==> config.mk <==
export PLATFORM = sky130hd
export DESIGN_NAME = multi_state_monitor_flat
export DESIGN_NICKNAME = d
export VERILOG_FILES = /design/src/rtl/multi_state_monitor_if.sv /design/src/rtl/multi_state_monitor.sv /design/src/flat_wrapper.sv
export SDC_FILE = /design/constraint.sdc
export NUM_CORES = 1
export LEC_CHECK = 0
export ABC_AREA = 1
export ABC_CLOCK_PERIOD_IN_PS = 3500
export CORE_MARGIN = 1.5
export CORE_UTILIZATION = 50
export CTS_CLUSTER_DIAMETER = 120
export DETAILED_ROUTE_END_ITERATION = 10
export HOLD_SLACK_MARGIN = 0.06
export PLACE_DENSITY = 0.68
export SLEW_MARGIN = 20
export SYNTH_ARGS = -nofsm -noshare
export SYNTH_HDL_FRONTEND = slang
export SYNTH_SLANG_ARGS = --single-unit
export TNS_END_PERCENT = 100
==> constraint.sdc <==
create_clock -name i_clk -period 3.5 [get_ports i_clk]
set_input_delay 0.875 -clock i_clk [delete_from_list [all_inputs] [get_ports i_clk]]
set_output_delay 0.875 -clock i_clk [all_outputs]
set_load 0.005 [all_outputs]
==> src/rtl/multi_state_monitor_if.sv <==
// multi_state_monitor_if: monitored inputs, configuration and status outputs of the channel monitor.
interface multi_state_monitor_if #(
    parameter int N_CH  = 4,
    parameter int CMP_W = 4
);
    logic [N_CH-1:0]  i_signal;
    logic [N_CH-1:0]  i_polarity;
    logic [N_CH-1:0]  i_enable;
    logic [CMP_W-1:0] i_compare;
    logic             i_clear;
    logic [N_CH-1:0]  o_valid;
    logic [N_CH-1:0]  o_fault;
    logic             o_any_invalid;

    modport master (
        output i_signal, i_polarity, i_enable, i_compare, i_clear,
        input  o_valid, o_fault, o_any_invalid
    );

    modport slave (
        input  i_signal, i_polarity, i_enable, i_compare, i_clear,
        output o_valid, o_fault, o_any_invalid
    );
endinterface

==> src/rtl/multi_state_monitor.sv <==
// multi_state_monitor: per-channel retriggerable hold-off after a transition into the inactive level,
// with sticky faults and a global summary. Define MULTI_STATE_MONITOR_SYNC_EN to add a 2-flop input synchronizer.
module multi_state_monitor #(
    parameter int N_CH  = 4,
    parameter int CNT_W = 16,
    parameter int CMP_W = 4,
    parameter int SCALE = 10000
) (
    input logic                 i_clk,
    input logic                 i_reset,
    multi_state_monitor_if.slave bus
);
    typedef enum logic {IDLE, HOLD} state_t;

    localparam int PW = CMP_W + 32;
    localparam logic [PW-1:0] LMAX = {{(PW-CNT_W){1'b0}}, {CNT_W{1'b1}}};

    logic [PW-1:0]    prod;
    logic [CNT_W-1:0] load_val;
    logic [N_CH-1:0]  sig;
    logic [N_CH-1:0]  r_buf;
    logic [N_CH-1:0]  inv_edge;
    logic [N_CH-1:0]  r_fault;
    logic [N_CH-1:0]  fault_d;
    logic             r_primed;
    state_t           r_state [N_CH];
    state_t           state_d [N_CH];
    logic [CNT_W-1:0] r_cnt [N_CH];
    logic [CNT_W-1:0] cnt_d [N_CH];

    assign prod     = PW'(bus.i_compare) * PW'(SCALE);
    assign load_val = (prod > LMAX) ? LMAX[CNT_W-1:0] : prod[CNT_W-1:0];

`ifdef MULTI_STATE_MONITOR_SYNC_EN
    logic [N_CH-1:0] r_sync1;
    logic [N_CH-1:0] r_sync2;
    logic [1:0]      r_prime_cnt;

    // Two-flop synchronizer; priming waits until the synchronizer holds real input data.
    always_ff @(posedge i_clk or posedge i_reset) begin
        if (i_reset) begin
            r_sync1     <= '0;
            r_sync2     <= '0;
            r_prime_cnt <= '0;
            r_primed    <= 1'b0;
        end else begin
            r_sync1     <= bus.i_signal;
            r_sync2     <= r_sync1;
            r_prime_cnt <= (r_prime_cnt == 2'd2) ? r_prime_cnt : r_prime_cnt + 2'd1;
            r_primed    <= r_primed | (r_prime_cnt == 2'd2);
        end
    end

    assign sig = r_sync2;
`else
    // Priming: detection stays off for the first edge after reset so r_buf holds real input history.
    always_ff @(posedge i_clk or posedge i_reset) begin
        if (i_reset) r_primed <= 1'b0;
        else         r_primed <= 1'b1;
    end

    assign sig = bus.i_signal;
`endif

    // Previous-sample buffer; tracks the input every edge, even while a channel is disabled.
    always_ff @(posedge i_clk or posedge i_reset) begin
        if (i_reset) r_buf <= '0;
        else         r_buf <= sig;
    end

    assign inv_edge = {N_CH{r_primed}} & (r_buf ^ sig) & (sig ^ bus.i_polarity);

    // Per-channel state, hold-off counters and sticky faults.
    always_ff @(posedge i_clk or posedge i_reset) begin
        if (i_reset) begin
            r_state <= '{default: IDLE};
            r_cnt   <= '{default: '0};
            r_fault <= '0;
        end else begin
            r_state <= state_d;
            r_cnt   <= cnt_d;
            r_fault <= fault_d;
        end
    end

    // Next state: disable wins, then (re)trigger on an invalid edge, else count down to IDLE.
    always_comb begin
        fault_d = r_fault & ~{N_CH{bus.i_clear}};
        for (int c = 0; c < N_CH; c++) begin
            state_d[c] = r_state[c];
            cnt_d[c]   = r_cnt[c];
            if (!bus.i_enable[c]) begin
                state_d[c] = IDLE;
                cnt_d[c]   = '0;
            end else if (inv_edge[c]) begin
                state_d[c] = HOLD;
                cnt_d[c]   = load_val;
                fault_d[c] = 1'b1;
            end else if (r_state[c] == HOLD) begin
                state_d[c] = (r_cnt[c] == '0) ? IDLE : HOLD;
                cnt_d[c]   = (r_cnt[c] == '0) ? r_cnt[c] : r_cnt[c] - CNT_W'(1);
            end
        end
    end

    // Valid is a pure decode of registered state.
    always_comb begin
        bus.o_valid = '1;
        for (int c = 0; c < N_CH; c++) bus.o_valid[c] = (r_state[c] != HOLD);
    end

    assign bus.o_fault       = r_fault;
    assign bus.o_any_invalid = ~&bus.o_valid;
endmodule

==> src/flat_wrapper.sv <==
// flat-port wrapper written by rule: the top's interface ports become plain ports
module multi_state_monitor_flat 
#(
    parameter int N_CH  = 4,
    parameter int CNT_W = 16,
    parameter int CMP_W = 4,
    parameter int SCALE = 10000
)
  (i_clk, i_reset, bus_i_signal, bus_i_polarity, bus_i_enable, bus_i_compare, bus_i_clear, bus_o_valid, bus_o_fault, bus_o_any_invalid);
  multi_state_monitor_if #(.N_CH(N_CH), .CMP_W(CMP_W)) bus_i ();
  input logic i_clk;
  input logic i_reset;
  input wire logic [$bits(bus_i.i_signal)-1:0] bus_i_signal;
  input wire logic [$bits(bus_i.i_polarity)-1:0] bus_i_polarity;
  input wire logic [$bits(bus_i.i_enable)-1:0] bus_i_enable;
  input wire logic [$bits(bus_i.i_compare)-1:0] bus_i_compare;
  input wire logic [$bits(bus_i.i_clear)-1:0] bus_i_clear;
  output wire logic [$bits(bus_i.o_valid)-1:0] bus_o_valid;
  output wire logic [$bits(bus_i.o_fault)-1:0] bus_o_fault;
  output wire logic [$bits(bus_i.o_any_invalid)-1:0] bus_o_any_invalid;
  assign bus_i.i_signal = bus_i_signal;
  assign bus_i.i_polarity = bus_i_polarity;
  assign bus_i.i_enable = bus_i_enable;
  assign bus_i.i_compare = bus_i_compare;
  assign bus_i.i_clear = bus_i_clear;
  assign bus_o_valid = bus_i.o_valid;
  assign bus_o_fault = bus_i.o_fault;
  assign bus_o_any_invalid = bus_i.o_any_invalid;
  multi_state_monitor #(.N_CH(N_CH), .CNT_W(CNT_W), .CMP_W(CMP_W), .SCALE(SCALE)) u_core (.i_clk(i_clk), .i_reset(i_reset), .bus(bus_i));
endmodule
Word-level counts from Yosys, hierarchy flattened
Cells that the tools add are included.
{ "classes": {"n_mux": 41, "reduce_logical": 10, "n_mul": 1, "order_cmp": 1, "n_bitwise": 10, "eq_ne": 8, "n_addsub": 4} }
{ "op_table": {"columns": ["operator", "n"], "rows": [
  ["$mux 16", 17],
  ["$logic_not 16->1", 4],
  ["$sub 16x1->16 const B", 4],
  ["$mux 1", 24],
  ["$gt 18x16->1 const B", 1],
  ["$mul 4x10->14 const B", 1],
  ["$and 4x4->4", 3],
  ["$ne 3x1->1 const B", 4],
  ["$ne 3x2->1 const B", 4],
  ["$reduce_and 2->1", 4],
  ["$xor 4x4->4", 2],
  ["$not 1->1", 4],
  ["$not 4->4", 1],
  ["$reduce_and 4->1", 1],
  ["$logic_not 1->1", 1]
]} }
{ "totals": {"input_bits": 19, "ff_bits": 77} }

Longest topological paths before layout
Gate-level depths: netlist of the first run.
{ "logic_depth": {"word_depth": 5, "mapped_depth": 16, "ltp_nobuf": 15} }

Worst setup path before layout of the first run
Ideal clock, no wire load.
{ "synth_path": {"kind": "input to register", "start": "in bus_i_compare[1]", "end": "reg u_core.r_cnt[56] (netlist name)", "slack_ns": 0.374, "stages": 15, "path_buffers": 1, "arrival_ns": 3.010, "setup_ns": 0.116, "path_cell_list": "fa_1 ha_1 inv_1 fa_1 inv_1 nand2_1 nand2_2 nand3_2 nand3_2 nand2_2 nor2_4 buf_6 nand3_2 nand2_1 nand2_1"} }
{ "synth_between": {"elab_chain_len": 5} }
{ "synth_rtl": {"columns": ["element", "line_no", "rtl"], "rows": [
  ["from (decl)", "flat_wrapper.sv:16", "input wire logic [$bits(bus_i.i_compare)-1:0] bus_i_compare;"],
  ["$mul 4x10->14 (*)", "multi_state_monitor.sv:31", "assign prod = PW'(bus.i_compare) * PW'(SCALE);"],
  ["$gt 18x16->1", "multi_state_monitor.sv:32", "assign load_val = (prod > LMAX) ? LMAX[CNT_W-1:0] : prod[CNT_W-1:0];"],
  ["$mux 16 (*)", "multi_state_monitor.sv:32", null],
  ["$mux 16 (*)", "multi_state_monitor.sv:95", "end else if (inv_edge[c]) begin"],
  ["$mux 16 (*)", "multi_state_monitor.sv:92", "if (!bus.i_enable[c]) begin"],
  ["to (signal assigned)", "multi_state_monitor.sv:81", "r_cnt <= cnt_d;"],
  ["to (decl)", "multi_state_monitor.sv:28", "logic [CNT_W-1:0] r_cnt [N_CH];"]
]} }
Every way passes the cells marked *; elsewhere a longest branch is shown, timed or not.
A chain may end at the register's enable or synchronous reset.

Worst setup path after layout of the first run
{ "layout_path": {"start": "in bus_i_compare[1]", "end": "reg u_core.r_cnt[35] (netlist name)"} }
{ "layout_between": {"elab_chain_len": 5} }
{ "layout_rtl": {"columns": ["element", "line_no"], "rows": [
  ["$mul 4x10->14", "multi_state_monitor.sv:31"],
  ["$gt 18x16->1", "multi_state_monitor.sv:32"],
  ["$mux 16", "multi_state_monitor.sv:32"],
  ["$mux 16", "multi_state_monitor.sv:95"],
  ["$mux 16", "multi_state_monitor.sv:92"]
]} }
Every way passes these cells.

==> summary.txt, run 1 <==
Place
  – Placed cells: 1103
  – DPL Wire Length: 10700 um
  – # port buffers: 27
  – Routability Congestion: 0.935

Critical path
  – Setup crit start kind: primary input
  – Worst path arrival time: 3.39 ns
  – Worst r2r src: u_core.r_cnt[16]
  – Kind of critical path: primary input to flop
  – Worst-path maximum fanout: 16
  – Worst Reg-to-Reg Cells: 11
  – Worst reg2reg setup slack: 1.39 ns
  – Worst reg2reg path endpoint: u_core.r_cnt[19]
  – CP required: 3.75 ns
  – Crit end category: flop

Routing
  – DR pass1 iterations: 5
  – Wire per inst: 13.5 um
  – WL final: 15100 um
  – Routed vias: 5703
  – Drc violations: 0
  – Vias/cell: 5.09
  – DR iter-0 viols: 361
  – Antenna Nets Post-Route: 0

GRT
  – Gr usage total: 25.8%
  – First-pass GRT wire length: 25500 um
  – Initial antenna violation count: 0
  – GRT overflow: 0
  – Vias in the first global route: 5319
  – Largest net degree at the start of global routing: 34

Min path
  – Worst hold path type: flop to flop
  – Hold endpoint: u_core.r_cnt[18]
  – Hold_sp: u_core.r_cnt[18]
  – Hold-critical path depth: 2

Power and ir drop
  – Power, Total: 4370 uW
  – Leak pwr: 0.00372 uW
  – PwrDens: 650 mW/mm^2
  – Peak VDD IR: 0.355 mV

Timing
  – Tmin final: 3.14 ns
  – Final Cycle Share: 89.8%
  – Worst-Margin Slew: 0.568 ns
  – Max-slew headroom: 62.1%
  – Final hold slack: 0.480 ns
  – Slew Limit Fails: 0
  – Clock Skew: 0.00810 ns
  – Top achievable clock speed: 318 MHz
  – # setup viols final: 0
  – Final hold vios: 0
  – Unrepaired setup endpoints after global routing: no

Yosys
  – Area leader, netlist: dfrtp_1
  – Synthesized area: 0.00584 mm^2
  – Syn Inst Count: 922
  – Synth unique cells: 34
  – Synth top area share: 33.0%
  – Average cell area after synthesis: 6.33 um^2
  – Synth area leaders: dfrtp_1 (33%), nand2_1 (21%), nor2_1 (10%)
  – Register bit total from synthesis: 77
  – Sequential area share after synthesis: 33.0%
  – Syn Nets: 961
  – Synth Warn #: 0

CTS
  – Root buffer cell: clkbuf_16
  – Clock-pin slew on the worst setup and hold paths: 0.06 ns
  – Post-CTS Setup Bufs: 0
  – H-tree depth: 3
  – Clock latency on the worst-skew pair: 0.36 ns
  – Inserted Clock Buffers: 9
  – Clock Sinks: 77
  – CTS tree: done
  – CTS Buffer Depth: 2

Final layout
  – Finished Layout Cells: 1120
  – Layout cell share with drive strength beyond 1: 8.50%
  – Area delta synth->final: 15.2%
  – Total Nets Final: 1011
  – ANT cells: 0

Flow run
  – Max cap viols: 0

Floorplanning
  – Core ar.: 0.0114 mm^2
  – Chip width: 111 um
  – Row count: 39
  – Initial Util: 51.1%
  – Die Area: 0.0123 mm^2
  – Die height: 111 um
  – IO Count: 28

Outcome
  – Outcome: finished, final reports clean
worst max-delay path: stages:
cell and delay (ns):
dlymetal6s2s_1 0.17, fa_1 0.49, ha_1 0.31, inv_1 0.06, fa_1 0.44, inv_1 0.07, nand2_1 0.06, nand2_2 0.07
nand3_2 0.06, nand3_2 0.06, nand2_2 0.06, nor2_4 0.16, buf_12 0.18, nand2_1 0.13, nand3_1 0.12, nand2_1 0.06
synth_stat cells (all sizes together):
| cell | n |
|---|---|
| nor2 | 167 |
| nand3 | 104 |
| a31oi | 1 |
| xor2 | 8 |
| nand3b | 3 |
| clkinv | 1 |
| nand4 | 7 |
| fa | 3 |
| nand2b | 1 |
| dfrtp | 77 |
| nor3 | 1 |
| inv | 103 |
| or2 | 3 |
| o22ai | 4 |
| a21oi | 37 |
| clkbuf | 2 |
| nand2 | 343 |
| o21bai | 4 |
| buf | 18 |
| ha | 17 |
| o21ai | 15 |
| a21boi | 2 |
| conb | 1 |
metrics by stage:
step,TNS [ns],area [um^2],util (%),setup slack [ns]
after global routing,0,6720,58.9,0.126
after CTS,0,6690,58.6,0.0257
final,0,6720,58.9,0.357
after floorplan,0,5840,-,0.374
after global placement,-12.46,6390,55.9,-0.288
after detailed placement,-15.78,6390,55.9,-0.354
sequential cells by signal (all words and copies together) (netlist names):
name                cells
u_core.r_state          4
u_core.bus.o_fault      4
u_core.r_buf            4
u_core.r_primed         1
u_core.r_cnt           64
report_power, final:
part	switching, uW	leakage, uW	total [uW]	internal (uW)
Combinational	1350	0.00256	2130	788
Sequential	199	0.00103	1270	1070
Clock	417	0.000138	971	555
Total	1960	0.00372	4370	2410
cell usage in the layout (no fill, tap or decap), drive strengths merged, types with 2 or more instances in the layout:
| cell | netlist | routed |
|---|---|---|
| clkbuf | 2 | 10 |
| a21oi | 37 | 37 |
| clkinv | 1 | 4 |
| o21ai | 15 | 15 |
| xor2 | 8 | 8 |
| fa | 3 | 3 |
| dlymetal6s2s | 0 | 3 |
| clkdlybuf4s50 | 0 | 24 |
| nor2 | 167 | 167 |
| buf | 18 | 31 |
| o21bai | 4 | 4 |
| inv | 103 | 103 |
| nand3 | 104 | 104 |
| o22ai | 4 | 4 |
| a21boi | 2 | 2 |
| nand2 | 343 | 343 |
| nand3b | 3 | 3 |
| clkinvlp | 0 | 3 |
| or2 | 3 | 3 |
| dfrtp | 77 | 77 |
| ha | 17 | 17 |
| nand4 | 7 | 7 |
what timing repair did:
item                                    in CTS  in global routing
gates resized for setup                      0                  4
endpoints found under the setup margin       0                 60
hold buffers                                 0                  0
hold endpoints to repair                     0                  0
worst max-delay path by stage:
stage / cells past startpoint / startpoint / endpoint / slack (ns)
CTS: 16 / bus_i_compare[3] / u_core.r_cnt[35] / 0.03
floorplan: 15 / bus_i_compare[1] / u_core.r_cnt[56] / 0.37
global route: 16 / bus_i_compare[1] / u_core.r_cnt[3] / 0.13
global placement: 16 / bus_i_compare[1] / u_core.r_cnt[32] / -0.29
finish: 16 / bus_i_compare[1] / u_core.r_cnt[35] / 0.36
detailed placement: 16 / bus_i_compare[3] / u_core.r_cnt[35] / -0.35
cells by family after synthesis:
family / Yosys count / synth area share [%]
other cells: 1 / 0.0643
buf+inv: 124 / 9.39
fa+ha+maj: 20 / 4.67
xor+xnor: 8 / 1.20
simple gates: 629 / 45.8
compound gates: 63 / 5.90
flops: 77 / 33.0
final cells by class:
cell class	instances	area [um^2]
Sequential cell	77	1930
Timing Repair Buffer	59	564
Inverter	104	392
Multi-Input combinational cell	721	3360
Clock inverter	7	75.1
Fill cell	1164	4700
Clock buffer	9	225
Tap cell	143	179
per-layer routing:
| layer | wire (um) | up-vias | global-route usage [%] |
|---|---|---|---|
| met4 | 390 | 0 | 10.5 |
| met5 | 0 | - | 0 |
| met3 | 541 | 22 | 3.77 |
| met1 | 7120 | 2599 | 35.0 |
| li1 | - | 2977 | - |
| met2 | 7040 | 105 | 41.7 |
No activity file was read; power rests on OpenSTA's default activity.
==> inputs of run 2 (changes only) <==
--- a/config.mk
+++ b/config.mk
@@ -6,7 +6,7 @@
 export NUM_CORES = 1
 export LEC_CHECK = 0
 export ABC_AREA = 1
-export ABC_CLOCK_PERIOD_IN_PS = 3500
+export ABC_CLOCK_PERIOD_IN_PS = 3850
 export CORE_MARGIN = 1.5
 export CORE_UTILIZATION = 50
 export CTS_CLUSTER_DIAMETER = 120
==> constraint.sdc (replaced) <==
create_clock -name i_clk -period 3.85 [get_ports i_clk]
set_input_delay 0.9625 -clock i_clk [delete_from_list [all_inputs] [get_ports i_clk]]
set_output_delay 0.9625 -clock i_clk [all_outputs]
set_load 0.005 [all_outputs]
==> summary.txt, run 2 (synthesis results as in run 1) <==
Timing
  – TNS Setup: 0 ns (unchanged)
  – Slew Limit Fails: 0 (unchanged)
  – Unrepaired setup endpoints after global routing: no
  – Max-slew headroom: 62.1% (about the same)
  – Worst-Margin Slew: 0.565 ns (-0.00294 ns)
  – # setup viols final: 0 (unchanged)
  – Clock Skew: 0.00883 ns (+0.000725 ns)
  – Tmin final: 3.55 ns
  – Final Cycle Share: 92.3%
  – Final hold vios: 0 (unchanged)
  – Top achievable clock speed: 281 MHz

Power and ir drop
  – Sw frac: 44.4% (-0.46 points)
  – PwrDens: 592 mW/mm^2 (-8.9%)
  – Peak VDD IR: 0.351 mV (-1.1%)
  – Reg power frac: 29.1% (+0.2 points)
  – Net Sw Power: 1750 uW (-11%)
  – Combinational group share of total power: 48.8% (about the same)
  – Leak pwr: 0.00367 uW (-1.4%)
  – Clock power share: 22.1% (about the same)
  – Int Power: 2190 uW (-8.9%)

Critical path
  – Kind of critical path: primary input to flop
  – Crit-path leading delay family: adder cells
  – Worst reg2reg path endpoint: u_core.r_cnt[19]
  – Crit end category: flop
  – Largest stage delay on the critical path: 0.51 ns (+0.02 ns)
  – Worst reg2reg setup slack: 1.78 ns (+0.39 ns)
  – Slowest stage cell on the critical path: fa_1
  – CP required: 4.09 ns (+0.34 ns)
  – Most used cell, CP: nand2_1
  – Worst r2r src: u_core.r_cnt[16]
  – Worst Reg-to-Reg Cells: 11 (unchanged)
  – Worst-path cell chain: clkdlybuf4s50_1 -> fa_1 -> ha_1 -> inv_1 -> fa_1 -> inv_1 -> nand2_1 -> nand2_2 -> nand3_2 -> nand3_2 -> nand2_2 -> nor2_4 -> buf_12 -> nand2_1 -> nand3_1 -> nand2_1
  – Worst path arrival time: 3.80 ns (+0.41 ns)
  – Worst-path maximum fanout: 22 (+6)
  – Setup crit start kind: primary input
  – Buf/Inv on CP: 4 (unchanged)

GRT
  – First-pass GRT wire length: 25000 um (-1.8%)
  – Vias in the first global route: 5230 (-1.7%)
  – GRT overflow: 0 (unchanged)
  – Initial antenna violation count: 0 (unchanged)
  – Gr usage total: 25.2% (-0.63 points)
  – Largest net degree at the start of global routing: 78 (+130%)

Final layout
  – Design Area, Final: 0.00667 mm^2 (-0.78%)
  – Total Nets Final: 1006 (-0.49%)
  – Commonest cells after routing, fill and taps aside: nand2_1 (334), nor2_1 (156), inv_1 (101)
  – Area delta synth->final: 14.3%
  – ANT cells: 0 (unchanged)
  – Largest Register: u_core.r_cnt
  – Layout cell share with drive strength beyond 1: 8.02% (-0.47 points)
  – Commonest non-fill, non-tap cell in the layout: nand2_1
  – Largest register FFs: 64 (unchanged)
  – Layout fillers: 1158 (-0.52%)

CTS
  – Inserted Clock Buffers: 9 (unchanged)
  – Clock latency on the worst-skew pair: 0.35 ns (about the same)
  – Post_cts resized: 0 (unchanged)
  – H-tree depth: 3 (unchanged)
  – CTS Buffer Depth: 2 (unchanged)
  – Clock Sinks: 77 (unchanged)
  – CTS tree: done
  – Post-CTS Hold Buffers: 0 (unchanged)
  – Post-CTS Setup Bufs: 0 (unchanged)
  – Root buffer cell: clkbuf_16
  – Clock-pin slew on the worst setup and hold paths: 0.06 ns (about the same)

Routing
  – WL final: 14700 um (-2.9%)
  – Wire per inst: 13.1 um (-2.4%)
  – DR pass1 iterations: 5 (unchanged)
  – Routed vias: 5645 (-1.0%)
  – Vias/cell: 5.06 (-0.57%)
  – Antenna Nets Post-Route: 0 (unchanged)
  – Drc violations: 0 (unchanged)
  – DR iter-0 viols: 370 (+2.5%)

Flow run
  – Max cap viols: 0 (unchanged)

Floorplanning
  – Core ar.: 0.0114 mm^2 (unchanged)
  – Initial Util: 51.1% (unchanged)
  – Row count: 39 (unchanged)
  – IO Count: 28 (unchanged)
  – Die Area: 0.0123 mm^2 (unchanged)
  – Die height: 111 um (unchanged)
  – Chip width: 111 um (unchanged)

Outcome
  – Outcome: finished, final reports clean

Min path
  – Hold_sp: u_core.r_cnt[33]
  – Hold-critical path depth: 2 (unchanged)
  – Worst hold path type: flop to flop
  – Hold endpoint: u_core.r_cnt[33]

Place
  – # port buffers: 27 (unchanged)
  – Dpl cell area: 0.00637 mm^2 (-0.27%)
  – DPL Wire Length: 10300 um (-3.4%)
  – Routability Congestion: 0.883 (-5.5%)
run 2: per-layer routing:
layer | vias to the layer above | track usage, % | wire, um
li1 | 2958 | - | -
met4 | 0 | 10.0 | 350
met5 | - | 0 | 0
met2 | 102 | 41.2 | 6940
met1 | 2567 | 34.1 | 6840
met3 | 18 | 3.23 | 522
run 2: worst max-delay path by stage:
stage	endpoint	startpoint	depth (start not counted)	slack (ns)
finish	u_core.r_cnt[2]	bus_i_compare[1]	16	0.30
global placement	u_core.r_cnt[18]	bus_i_compare[1]	16	-0.02
detailed placement	u_core.r_cnt[19]	bus_i_compare[1]	16	-0.06
floorplan	u_core.r_cnt[56]	bus_i_compare[1]	15	0.64
CTS	u_core.r_cnt[2]	bus_i_compare[1]	16	0.29
global route	u_core.r_cnt[2]	bus_i_compare[2]	16	0.06
run 2: tightest hold or removal path, cell delays in order (launching register included):
cell and delay [ns]:
dfrtp_1 0.34, nand2_1 0.05, nand2_1 0.06
run 2: cell type report:
cell class              count  area, um^2  area share (%)
repair buffers             54         510            7.65
flip-flops and latches     77        1930            28.9
clock buffers              10         239            3.58
multi-input cells         721        3360            50.4
inverters                 104         392            5.87
clock inverters             6        62.6           0.938
well taps                 143         179            2.68
run 2: power by group through the flow:
stage                     logic [uW]  clock network [uW]  registers (uW)
after floorplan                 1530                   0            1110
after detailed placement        1910                   0            1160
final                           1930                 874            1150
after global routing            2230                 921            1170
after CTS                       1930                 895            1150
after global placement          1890                   0            1160
run 2: through the flow:
step                utilization, %  setup slack, ns  hold slack, ns  power [uW]  instances
finish                        58.4            0.296           0.479        3950       1115
global route                  58.4           0.0645           0.506        4330       1115
CTS                           58.4            0.295           0.481        3970       1115
detailed placement            55.8          -0.0644           0.465        3070       1099
global placement              55.8          -0.0158           0.465        3050       1099
floorplan                        -            0.636           0.449        2640        922
==> inputs of run 3 (changes only) <==
--- a/config.mk
+++ b/config.mk
@@ -7,14 +7,15 @@
 export LEC_CHECK = 0
 export ABC_AREA = 1
 export ABC_CLOCK_PERIOD_IN_PS = 3850
+export CORE_ASPECT_RATIO = 1.5
 export CORE_MARGIN = 1.5
 export CORE_UTILIZATION = 50
 export CTS_CLUSTER_DIAMETER = 120
 export DETAILED_ROUTE_END_ITERATION = 10
+export GPL_TIMING_DRIVEN = 0
 export HOLD_SLACK_MARGIN = 0.06
 export PLACE_DENSITY = 0.68
 export SLEW_MARGIN = 20
 export SYNTH_ARGS = -nofsm -noshare
 export SYNTH_HDL_FRONTEND = slang
 export SYNTH_SLANG_ARGS = --single-unit
-export TNS_END_PERCENT = 100
==> summary.txt, run 3 (synthesis results as in run 1) <==
CTS
  – CTS tree: done
  – Post-CTS Hold Buffers: 0 (unchanged)
  – Clock-pin slew on the worst setup and hold paths: 0.07 ns (about the same)
  – Inserted Clock Buffers: 9 (unchanged)
  – Root buffer cell: clkbuf_16
  – H-tree depth: 3 (unchanged)
  – CTS Buffer Depth: 2 (unchanged)
  – Clock Sinks: 77 (unchanged)
  – Clock latency on the worst-skew pair: 0.35 ns (about the same)

GRT
  – Met2 Usage GRT: 48.1% (+6.9 points)
  – First-pass GRT wire length: 25800 um (+3.1%)
  – GRT overflow: 0 (unchanged)
  – Initial antenna violation count: 0 (unchanged)
  – Gr usage total: 26.5% (+1.3 points)
  – Top Usage Layer GRT: met2
  – Largest net degree at the start of global routing: 50 (-36%)
  – Met3 capacity usage during global routing: 2.58% (-0.64 points)
  – GR Util met1: 32.6% (-1.5 points)
  – Vias in the first global route: 5322 (+1.8%)

Min path
  – Hold-critical path depth: 2 (unchanged)
  – Worst hold path type: flop to flop
  – Hold endpoint: u_core.r_cnt[1]
  – Hold_sp: u_core.r_cnt[1]

Critical path
  – CP required: 4.09 ns (about the same)
  – Worst reg2reg setup slack: 2.00 ns (+0.22 ns)
  – Setup crit start kind: primary input
  – Crit end category: flop
  – Kind of critical path: primary input to flop
  – Worst-path maximum fanout: 10 (-55%)
  – Worst reg2reg path endpoint: u_core.r_cnt[39]
  – Worst path arrival time: 3.87 ns (+0.07 ns)
  – Worst r2r src: u_core.r_primed
  – Worst Reg-to-Reg Cells: 6 (-5)

Floorplanning
  – Row count: 48 (+23%)
  – Core ar.: 0.0115 mm^2 (+0.46%)
  – Die Area: 0.0123 mm^2 (+0.10%)
  – Die height: 135 um (+22%)
  – IO Count: 28 (unchanged)
  – Chip width: 91.2 um (-18%)
  – Initial Util: 50.9% (-0.23 points)

Routing
  – WL final: 15700 um (+6.8%)
  – DR pass1 iterations: 4 (-1)
  – Vias/cell: 5.14 (+1.6%)
  – Wire per inst: 14.0 um (+6.4%)
  – DR iter-0 viols: 273 (-26%)
  – Drc violations: 0 (unchanged)
  – Routed vias: 5754 (+1.9%)
  – Antenna Nets Post-Route: 0 (unchanged)

Final layout
  – Design Area, Final: 0.00664 mm^2 (-0.43%)
  – Commonest cells after routing, fill and taps aside: nand2_1 (334), nor2_1 (156), inv_1 (101)
  – Layout cell share with drive strength beyond 1: 7.64% (-0.39 points)
  – Layout fillers: 1189 (+2.7%)
  – Largest Register: u_core.r_cnt
  – ANT cells: 0 (unchanged)
  – Largest register FFs: 64 (unchanged)
  – Total Nets Final: 1003 (-0.30%)
  – Area delta synth->final: 13.8%
  – Commonest non-fill, non-tap cell in the layout: nand2_1

Timing
  – Top achievable clock speed: 275 MHz (-2.1%)
  – Tmin final: 3.63 ns (+0.0762 ns)
  – Final Cycle Share: 94.3% (+2.0 points)
  – # setup viols final: 0 (unchanged)
  – Final hold slack: 0.479 ns (+0.000179 ns)
  – Max-slew headroom: 63.2% (+1.1 points)
  – Clock Skew: 0.0115 ns (+0.00263 ns)
  – Final hold vios: 0 (unchanged)
  – Unrepaired setup endpoints after global routing: no
  – Worst-Margin Slew: 0.550 ns (-0.0149 ns)
  – Slew Limit Fails: 0 (unchanged)

Place
  – # port buffers: 27 (unchanged)
  – Dpl cell area: 0.00632 mm^2 (-0.71%)
  – DPL Wire Length: 11400 um (+10%)
  – Routability Congestion: 1.02 (+16%)

Power and ir drop
  – Power, Total: 3920 uW (-0.64%)
  – PwrDens: 591 mW/mm^2 (-0.21%)
  – Leak pwr: 0.00364 uW (-0.74%)
  – Peak VDD IR: 0.314 mV (-11%)

Flow run
  – Max cap viols: 0 (unchanged)

Outcome
  – Outcome: finished, final reports clean
==> run 3: layout make-up <==
cell class              instances  area (um^2)  area share [%]
multi-input cells             721         3360            50.6
clock inverters                 6         46.3           0.697
repair buffers                 31          330            4.97
plain buffers                  20          158            2.37
well taps                     150          188            2.83
flip-flops and latches         77         1930            29.0
clock buffers                  10          239            3.60
inverters                     104          393            5.92
==> run 3: routing by layer <==
layer / up-vias / part of all wire, %
li1: 2957 / -
met1: 2687 / 44
met2: 85 / 52
met3: 25 / 2.2
met4: 0 / 2.0
met5: - / 0
==> run 3: worst max-delay path by stage <==
stage                                 from                to  slack [ns]  cells after the start
final                     bus_i_compare[2]  u_core.r_cnt[63]        0.22                     17
after global routing      bus_i_compare[2]  u_core.r_cnt[22]       0.007                     17
after CTS                 bus_i_compare[3]  u_core.r_cnt[22]        0.02                     17
after detailed placement  bus_i_compare[2]  u_core.r_cnt[22]       -0.60                     16
after global placement    bus_i_compare[1]  u_core.r_cnt[22]       -0.61                     16
after floorplan           bus_i_compare[1]  u_core.r_cnt[56]        0.64                     15
==> run 3: power by group <==
group	total [uW]	internal [uW]	switching, uW
Combinational	1930	700	1230
Clock	837	457	380
Sequential	1150	969	183
Total	3920	2130	1800
==> run 3: metrics by stage <==
step | setup TNS [ns] | setup WS (ns) | instances | utilization [%]
floorplan | 0 | 0.636 | 922 | -
global placement | -73.69 | -0.615 | 1099 | 54.9
detailed placement | -31.30 | -0.598 | 1100 | 55.1
CTS | 0 | 0.0160 | 1119 | 57.9
global route | 0 | 0.00734 | 1119 | 57.9
finish | 0 | 0.219 | 1119 | 57.9
==> run 3: critical path, stage by stage <==
cell	delay, ns
clkdlybuf4s15_1	0.34
fa_1	0.54
ha_1	0.32
inv_1	0.06
fa_1	0.50
inv_1	0.08
nand2_1	0.06
nand2_2	0.08
nand3_2	0.06
nand3_2	0.06
nand2_2	0.07
nor2_4	0.15
buf_4	0.17
buf_6	0.13
nand3_1	0.11
nand2_1	0.10
nand2_1	0.05
==> run 3: what timing repair did <==
item                                    4_1_cts  5_1_grt
pin swaps                                     1        0
endpoints found under the setup margin       60       60
setup buffers                                 3        0
resized for setup                             2        4
